--- config.mk ---
export PLATFORM = sky130hd
export DESIGN_NAME = fib_sequencer
export DESIGN_NICKNAME = d
export VERILOG_FILES = /design/src/rtl/fib_pkg.sv /design/src/rtl/fib_tickgen.sv /design/src/rtl/fib_sequencer.sv
export SDC_FILE = /design/constraint.sdc
export NUM_CORES = 1
export LEC_CHECK = 0
export CAP_MARGIN = 20
export CORE_MARGIN = 10
export CORE_UTILIZATION = 45
export DETAILED_ROUTE_END_ITERATION = 7
export PLACE_DENSITY = 0.83
export SYNTH_ARGS = -nofsm -noshare
export SYNTH_HDL_FRONTEND = slang
export SYNTH_SLANG_ARGS = --single-unit
--- constraint.sdc ---
create_clock -name wb_clk_i -period 9.5 [get_ports wb_clk_i]
set_clock_uncertainty 0.05 [all_clocks]
set_input_delay 2.375 -clock wb_clk_i [delete_from_list [all_inputs] [get_ports wb_clk_i]]
set_output_delay 2.375 -clock wb_clk_i [all_outputs]
set_load 0.05 [all_outputs]
--- src/rtl/fib_pkg.sv ---
// Shared definitions for the Fibonacci sequencer: register map, bit positions,
// FSM encoding and prescaler limits.
package fib_pkg;

  localparam logic [4:0] OFF_CTRL   = 5'h00;
  localparam logic [4:0] OFF_STEPS  = 5'h04;
  localparam logic [4:0] OFF_STATUS = 5'h08;
  localparam logic [4:0] OFF_VALUE  = 5'h0C;
  localparam logic [4:0] OFF_IRQ_EN = 5'h10;

  localparam int CTRL_START    = 0;
  localparam int CTRL_STOP     = 1;
  localparam int CTRL_CONT     = 2;
  localparam int CTRL_RATE_LSB = 4;

  localparam int STAT_BUSY = 0;
  localparam int STAT_DONE = 1;
  localparam int STAT_OVF  = 2;

  localparam logic [2:0] RATE_MAX   = 3'd5;
  localparam int         PRESCALE_W = 20;

  typedef enum logic [1:0] {
    ST_IDLE  = 2'd0,
    ST_CLEAR = 2'd1,
    ST_RUN   = 2'd2
  } fib_state_e;

  // RATE codes above the maximum behave as the slowest supported rate.
  function automatic logic [2:0] clamp_rate(input logic [2:0] rate);
    if (rate > RATE_MAX) begin
      return RATE_MAX;
    end else begin
      return rate;
    end
  endfunction

endpackage

--- src/rtl/fib_tickgen.sv ---
// Free-running prescaler that emits a tick every 2^(4*rate) clock cycles.
module fib_tickgen
  import fib_pkg::*;
(
  input  logic       clk,
  input  logic       reset,
  input  logic       clear,
  input  logic [2:0] rate,
  output logic       tick
);

  logic [PRESCALE_W-1:0] count_r;
  logic [PRESCALE_W-1:0] mask_s;

  // Low-order count bits that must all be set for a tick at this rate
  always_comb begin
    mask_s = 20'h0_0000;
    case (clamp_rate(rate))
      3'd0:    mask_s = 20'h0_0000;
      3'd1:    mask_s = 20'h0_000F;
      3'd2:    mask_s = 20'h0_00FF;
      3'd3:    mask_s = 20'h0_0FFF;
      3'd4:    mask_s = 20'h0_FFFF;
      default: mask_s = 20'hF_FFFF;
    endcase
  end

  // Prescaler counter
  always_ff @(posedge clk or posedge reset) begin
    if (reset) begin
      count_r <= 20'h0_0000;
    end else if (clear) begin
      count_r <= 20'h0_0000;
    end else begin
      count_r <= count_r + 20'h0_0001;
    end
  end

  assign tick = ((count_r & mask_s) == mask_s);

endmodule

--- src/rtl/fib_sequencer.sv ---
// Wishbone-controlled sequencer that drives an external Fibonacci datapath
// through clear/step strobes, with completion and overflow status.
module fib_sequencer
  import fib_pkg::*;
#(
  parameter logic [31:0] BASE_ADDR = 32'h3000_0000,
  parameter int          WIDTH     = 30
) (
  input  logic             wb_clk_i,
  input  logic             reset,
  input  logic             wbs_stb_i,
  input  logic             wbs_cyc_i,
  input  logic             wbs_we_i,
  input  logic [3:0]       wbs_sel_i,
  input  logic [31:0]      wbs_dat_i,
  input  logic [31:0]      wbs_adr_i,
  output logic             wbs_ack_o,
  output logic [31:0]      wbs_dat_o,
  input  logic [WIDTH-1:0] fib_value,
  output logic             fib_clear,
  output logic             fib_step,
  output logic             busy,
  output logic [2:0]       irq
);

  fib_state_e state_r, state_next_s;

  logic             ack_r;
  logic [31:0]      dat_r;
  logic             cont_r;
  logic [2:0]       rate_r;
  logic [15:0]      steps_r;
  logic [15:0]      remaining_r;
  logic [1:0]       irq_en_r;
  logic             done_r;
  logic             ovf_r;
  logic [WIDTH-1:0] prev_r;

  logic [31:0] off_s;
  logic [4:0]  reg_off_s;
  logic        in_range_s, acc_s, wr_s;
  logic        wr_ctrl_s, wr_steps_s, wr_status_s, wr_irq_en_s;
  logic        start_s, stop_s;
  logic        clr_done_s, clr_ovf_s;
  logic        tick_s, ovf_hit_s, run_done_s;
  logic        set_done_s, set_ovf_s, presc_clear_s;
  logic [31:0] rd_data_s;
  logic        unused_s;

  assign unused_s = ^{wbs_dat_i[31:16], wbs_sel_i[3:2]};

  // Address decode and write strobes; ack_r blocks back-to-back accesses
  always_comb begin
    off_s       = wbs_adr_i - BASE_ADDR;
    in_range_s  = (wbs_adr_i >= BASE_ADDR) && (off_s < 32'h0000_0020);
    reg_off_s   = {off_s[4:2], 2'b00};
    acc_s       = wbs_stb_i && wbs_cyc_i && in_range_s && !ack_r;
    wr_s        = acc_s && wbs_we_i;
    wr_ctrl_s   = wr_s && (reg_off_s == OFF_CTRL) && wbs_sel_i[0];
    wr_steps_s  = wr_s && (reg_off_s == OFF_STEPS);
    wr_status_s = wr_s && (reg_off_s == OFF_STATUS) && wbs_sel_i[0];
    wr_irq_en_s = wr_s && (reg_off_s == OFF_IRQ_EN) && wbs_sel_i[0];
    start_s     = wr_ctrl_s && wbs_dat_i[CTRL_START] && !wbs_dat_i[CTRL_STOP];
    stop_s      = wr_ctrl_s && wbs_dat_i[CTRL_STOP];
    clr_done_s  = wr_status_s && wbs_dat_i[STAT_DONE];
    clr_ovf_s   = wr_status_s && wbs_dat_i[STAT_OVF];
  end

  // Register read mux
  always_comb begin
    rd_data_s = 32'h0000_0000;
    case (reg_off_s)
      OFF_CTRL:   rd_data_s = {25'h0, rate_r, 1'b0, cont_r, 2'b00};
      OFF_STEPS:  rd_data_s = {16'h0000, steps_r};
      OFF_STATUS: rd_data_s = {29'h0, ovf_r, done_r, busy};
      OFF_VALUE:  rd_data_s = 32'(fib_value);
      OFF_IRQ_EN: rd_data_s = {30'h0, irq_en_r};
      default:    rd_data_s = 32'h0000_0000;
    endcase
  end

  // Bus response registers
  always_ff @(posedge wb_clk_i or posedge reset) begin
    if (reset) begin
      ack_r <= 1'b0;
      dat_r <= 32'h0000_0000;
    end else begin
      ack_r <= acc_s;
      dat_r <= (acc_s && !wbs_we_i) ? rd_data_s : 32'h0000_0000;
    end
  end

  // Software-writable configuration registers
  always_ff @(posedge wb_clk_i or posedge reset) begin
    if (reset) begin
      cont_r   <= 1'b0;
      rate_r   <= 3'd0;
      steps_r  <= 16'h0000;
      irq_en_r <= 2'b00;
    end else begin
      if (wr_ctrl_s) begin
        cont_r <= wbs_dat_i[CTRL_CONT];
        rate_r <= clamp_rate(wbs_dat_i[CTRL_RATE_LSB +: 3]);
      end
      if (wr_steps_s && wbs_sel_i[0]) steps_r[7:0]  <= wbs_dat_i[7:0];
      if (wr_steps_s && wbs_sel_i[1]) steps_r[15:8] <= wbs_dat_i[15:8];
      if (wr_irq_en_s) irq_en_r <= wbs_dat_i[1:0];
    end
  end

  // Sticky status bits; a hardware set overrides a simultaneous clear
  always_ff @(posedge wb_clk_i or posedge reset) begin
    if (reset) begin
      done_r <= 1'b0;
      ovf_r  <= 1'b0;
    end else begin
      done_r <= (done_r && !clr_done_s) || set_done_s;
      ovf_r  <= (ovf_r && !clr_ovf_s) || set_ovf_s;
    end
  end

  assign presc_clear_s = (state_r == ST_CLEAR) || wr_ctrl_s;

  fib_tickgen u_tickgen (
    .clk   (wb_clk_i),
    .reset (reset),
    .clear (presc_clear_s),
    .rate  (rate_r),
    .tick  (tick_s)
  );

  assign ovf_hit_s  = (fib_value < prev_r);
  assign run_done_s = !cont_r && (remaining_r == 16'h0000);

  // FSM state register
  always_ff @(posedge wb_clk_i or posedge reset) begin
    if (reset) begin
      state_r <= ST_IDLE;
    end else begin
      state_r <= state_next_s;
    end
  end

  // FSM next-state logic; STOP outranks START, which outranks completion
  always_comb begin
    state_next_s = state_r;
    case (state_r)
      ST_IDLE: begin
        if (start_s) state_next_s = ST_CLEAR;
        else         state_next_s = ST_IDLE;
      end
      ST_CLEAR: begin
        if (stop_s)                                  state_next_s = ST_IDLE;
        else if (start_s)                            state_next_s = ST_CLEAR;
        else if ((steps_r == 16'h0000) && !cont_r)   state_next_s = ST_IDLE;
        else                                         state_next_s = ST_RUN;
      end
      ST_RUN: begin
        if (stop_s)                       state_next_s = ST_IDLE;
        else if (start_s)                 state_next_s = ST_CLEAR;
        else if (ovf_hit_s || run_done_s) state_next_s = ST_IDLE;
        else                              state_next_s = ST_RUN;
      end
      default: state_next_s = ST_IDLE;
    endcase
  end

  // FSM outputs and status set strobes
  always_comb begin
    fib_clear  = 1'b0;
    fib_step   = 1'b0;
    set_done_s = 1'b0;
    set_ovf_s  = 1'b0;
    busy       = (state_r != ST_IDLE);
    case (state_r)
      ST_CLEAR: begin
        fib_clear  = 1'b1;
        set_done_s = !stop_s && !start_s && (steps_r == 16'h0000) && !cont_r;
      end
      ST_RUN: begin
        if (!stop_s && !start_s) begin
          set_ovf_s  = ovf_hit_s;
          set_done_s = !ovf_hit_s && run_done_s;
          fib_step   = !ovf_hit_s && !run_done_s && tick_s;
        end else begin
          set_ovf_s  = 1'b0;
          set_done_s = 1'b0;
          fib_step   = 1'b0;
        end
      end
      default: begin
        fib_clear = 1'b0;
        fib_step  = 1'b0;
      end
    endcase
  end

  // Step budget and overflow comparison history
  always_ff @(posedge wb_clk_i or posedge reset) begin
    if (reset) begin
      remaining_r <= 16'h0000;
      prev_r      <= '0;
    end else begin
      if (state_r == ST_CLEAR) begin
        remaining_r <= steps_r;
        prev_r      <= '0;
      end else begin
        prev_r <= fib_value;
        if (fib_step && !cont_r) remaining_r <= remaining_r - 16'h0001;
      end
    end
  end

  assign wbs_ack_o = ack_r;
  assign wbs_dat_o = dat_r;
  assign irq       = {1'b0, ovf_r && irq_en_r[1], done_r && irq_en_r[0]};

endmodule

==> results.toml <==
[run_status]
status = "completed"

[sta]
rsz0062_at_grt = "false"
min_period_ns = 8.04
finalSetupViolCount = 0
relSlewSlack_pct = 31.5
fin_crit_sh_pct = 84.7
hold_viol = 0
layout_setup_ws_ns = 1.46
max_freq_mhz = 124
fin_tns_setup_ns = 0
slew_viol_final = 0
tightest_slew_ns = 1.02

[clock_tree]
hold_buffers = 0
cts_max_level = 4
worstSkewPairLatency_ns = 0.41
numClockSinks = 123
cts_tree = "built"
root_buffer = "clkbuf_16"
cts_resized = 0
cts_buffer_depth = 2
cts_setup_buffers = 0
clkSlewWorstSetupHoldPaths_ns = 0.06
numCtsBuffers = 17

[global_route]
busiest_layer = "met2"
antenna_found_initial = 1
use_met1_pct = 20.5
grt_pass1_vias = 5412
overflow = 0
grt_pass1_wl_um = 27500
grt_use_met3_pct = 5.17
grt_use_met2_pct = 29.0
grtUsageTotal_pct = 17.4
grt_max_degree = 70

[routing]
drt-pass1-iter-count = 5
wire_per_inst_um = 18.3
vias_per_cell = 5.55
wl_um = 16900
ant_nets = 0
drt-initial-drc-count = 442
vias = 5127
drc = 0

[cells_and_area]
final_area_mm2 = 0.00822
fillCellCount = 1129
layout-drive-gt1-share_pct = 9.42
area_growth_pct = 30.7
final_nets = 869

[pwr]
seq_power_share_pct = 41.5
switchingPower_uw = 293
p_int_uw = 998
vdd_drop_max_mv = 0.125
power_uw = 1290
powerDensity_mw_per_mm2 = 157
pwr-share-comb_pct = 8.2
p_leak_uw = 0.00364
swShare_pct = 22.7
p_clk_share_pct = 50.3

[setup_path]
worstPathRequired_ns = 7.08
r2r-start = "prev_r[25]"
rr_worst_depth = 10
path_buf_inv = 2
worstSetupStartpoint = "wbs_adr_i[2]"
path_common_cell = "clkdlybuf4s50_1"
critical_path.endpoint_type = "output pin"
critical_path_depth = 7
slowest_stage = "clkdlybuf4s50_1"
crit_chain = "clkdlybuf4s50_1 -> nor4b_1 -> nand2_1 -> nor3_1 -> a211o_1 -> nor2_1 -> clkdlybuf4s50_1"
critPathMaxFanout = 14
cp-start-kind = "input pin"
arrival_ns = 5.62
max_stage_delay_ns = 0.72
critPathKind = "input pin to output pin"
cp_top_family = "simple AND/OR/NAND/NOR gates"

[placed_design]
dp.final_hpwl_um = 12400
io_buffers = 118
place_congestion = 0.904
placed_area_mm2 = 0.00762
dpl_worst_slack_ns = 1.49

[floorplan]
coreArea_mm2 = 0.0138
die_area_mm2 = 0.0191
die_h_um = 138
io_pins = 142
row_count = 43
die_w_um = 138
start_util_pct = 45.7

[run]
drv_cap = 0

[logic_synthesis]
synth_warnings = 0
yosys.area_share.adder_pct = 6.96
synth_seq_area_share_pct = 48.9
synth_top_area_share_pct = 48.9
ys.flop_type = "dfrtp_1"
async_flop_share_pct = 100
synth_area_per_cell_um2 = 10.3
ys_top_cells_by_count = "dfrtp_1 (123), nor2_1 (62), inv_1 (42)"
synth_top_area_cell = "dfrtp_1"
yosysMostFrequentCell = "dfrtp_1"
synth_compound_area_share_pct = 8.87
yosys.area_share.simple_pct = 22.1
ys_top_cells_by_area = "dfrtp_1 (49%), ha_1 (7.0%), mux2_2 (4.1%)"
synth_cells = 610
synth_area_mm2 = 0.00629
synth_cell_types = 57
synth_edf_count = 0
synth-xor-area-share_pct = 2.37
synth_mux_area_share_pct = 6.38
synth_top_family_by_area = "simple AND/OR/NAND/NOR gates"
ys_seq_elements = 123

[min_path]
min_path_cells = 1
hold_start = "u_tickgen.count_r[0]"
hold_class = "register to register"
==> flip-flops by register name, summed over array words and instances, names as in the netlist, 2 cells and up <==
register           count
remaining_r           16
prev_r                30
wbs_dat_o             30
rate_r                 3
irq_en_r               2
state_r                2
u_tickgen.count_r     20
steps_r               16
==> kinds of logic after synthesis <==
| kind of cell | after synthesis |
|---|---|
| simple gates | 253 |
| buf+inv | 64 |
| xor+xnor | 17 |
| fa+ha+maj | 35 |
| flops | 123 |
| other cells | 1 |
| mux | 36 |
| compound gates | 81 |
==> power groups by stage <==
| stage | Clock, µW | Combinational [µW] | Sequential (µW) |
|---|---|---|---|
| 3_5_place_dp | 0 | 105 | 545 |
| 5_1_grt | 684 | 117 | 536 |
| 4_1_cts | 658 | 106 | 536 |
| 6_report | 650 | 106 | 536 |
| 3_3_place_gp | 0 | 101 | 544 |
| 2_1_floorplan | 0 | 50.3 | 544 |
==> placed cells by master (no fill, tap or decap), drive strengths merged, types with 16 or more instances in the layout <==
| cell type | count |
|---|---|
| nor2b | 39 |
| ha | 35 |
| clkdlybuf4s50 | 118 |
| nor4 | 19 |
| dfrtp | 123 |
| and2 | 19 |
| nand2 | 28 |
| mux2 | 23 |
| a31oi | 16 |
| nor2 | 62 |
| or3 | 18 |
| clkbuf | 17 |
| inv | 43 |
==> per-stage QoR <==
stage          util, %  std cells  hold slack [ns]
2_1_floorplan        -        612            0.405
3_3_place_gp      55.3        892            0.415
3_5_place_dp      55.3        892            0.426
4_1_cts           59.7        923            0.434
5_1_grt           59.7        924            0.473
6_report          59.7        924            0.435
==> worst register-to-register path: cells and delay by family, from the launching register on <==
kind                       cells  cell delay (ns)
and+or+nand+nor                4             1.44
AOI/OAI and AO/OA              3             0.54
DFF                            1             0.32
adders and majority gates      1             0.30
buffers and inverters          2             0.27
==> metal layers <==
| layer | share of wire, % | wire [µm] | vias to the layer above |
|---|---|---|---|
| met3 | 6.7 | 1130 | 27 |
| li1 | - | - | 2397 |
| met4 | 2.0 | 335 | 0 |
| met1 | 42 | 7120 | 2516 |
| met2 | 49 | 8310 | 187 |
| met5 | 0 | 0 | - |
==> cell type report <==
| cell class | count | area, µm² | share of cell area [%] |
|---|---|---|---|
| Clock buffer | 17 | 425 | 5.17 |
| Multi-Input combinational cell | 425 | 2950 | 35.8 |
| Tap cell | 180 | 225 | 2.74 |
| Inverter | 42 | 160 | 1.95 |
| Sequential cell | 123 | 3080 | 37.4 |
| Timing Repair Buffer | 122 | 1210 | 14.7 |
| Antenna cell | 1 | 2.50 | 0.0304 |
| Clock inverter | 14 | 174 | 2.11 |
==> final timing paths <==
kind                                              to  slack (ns)
max in group asynchronous             remaining_r[9]        5.72
worst max register to register       remaining_r[13]        6.51
min in group asynchronous              wbs_dat_o[24]        2.45
worst min-delay path            u_tickgen.count_r[0]        0.44
worst min register to register  u_tickgen.count_r[0]        0.44
worst max-delay path                        fib_step        1.46
Power figures use the tool's default switching activity.
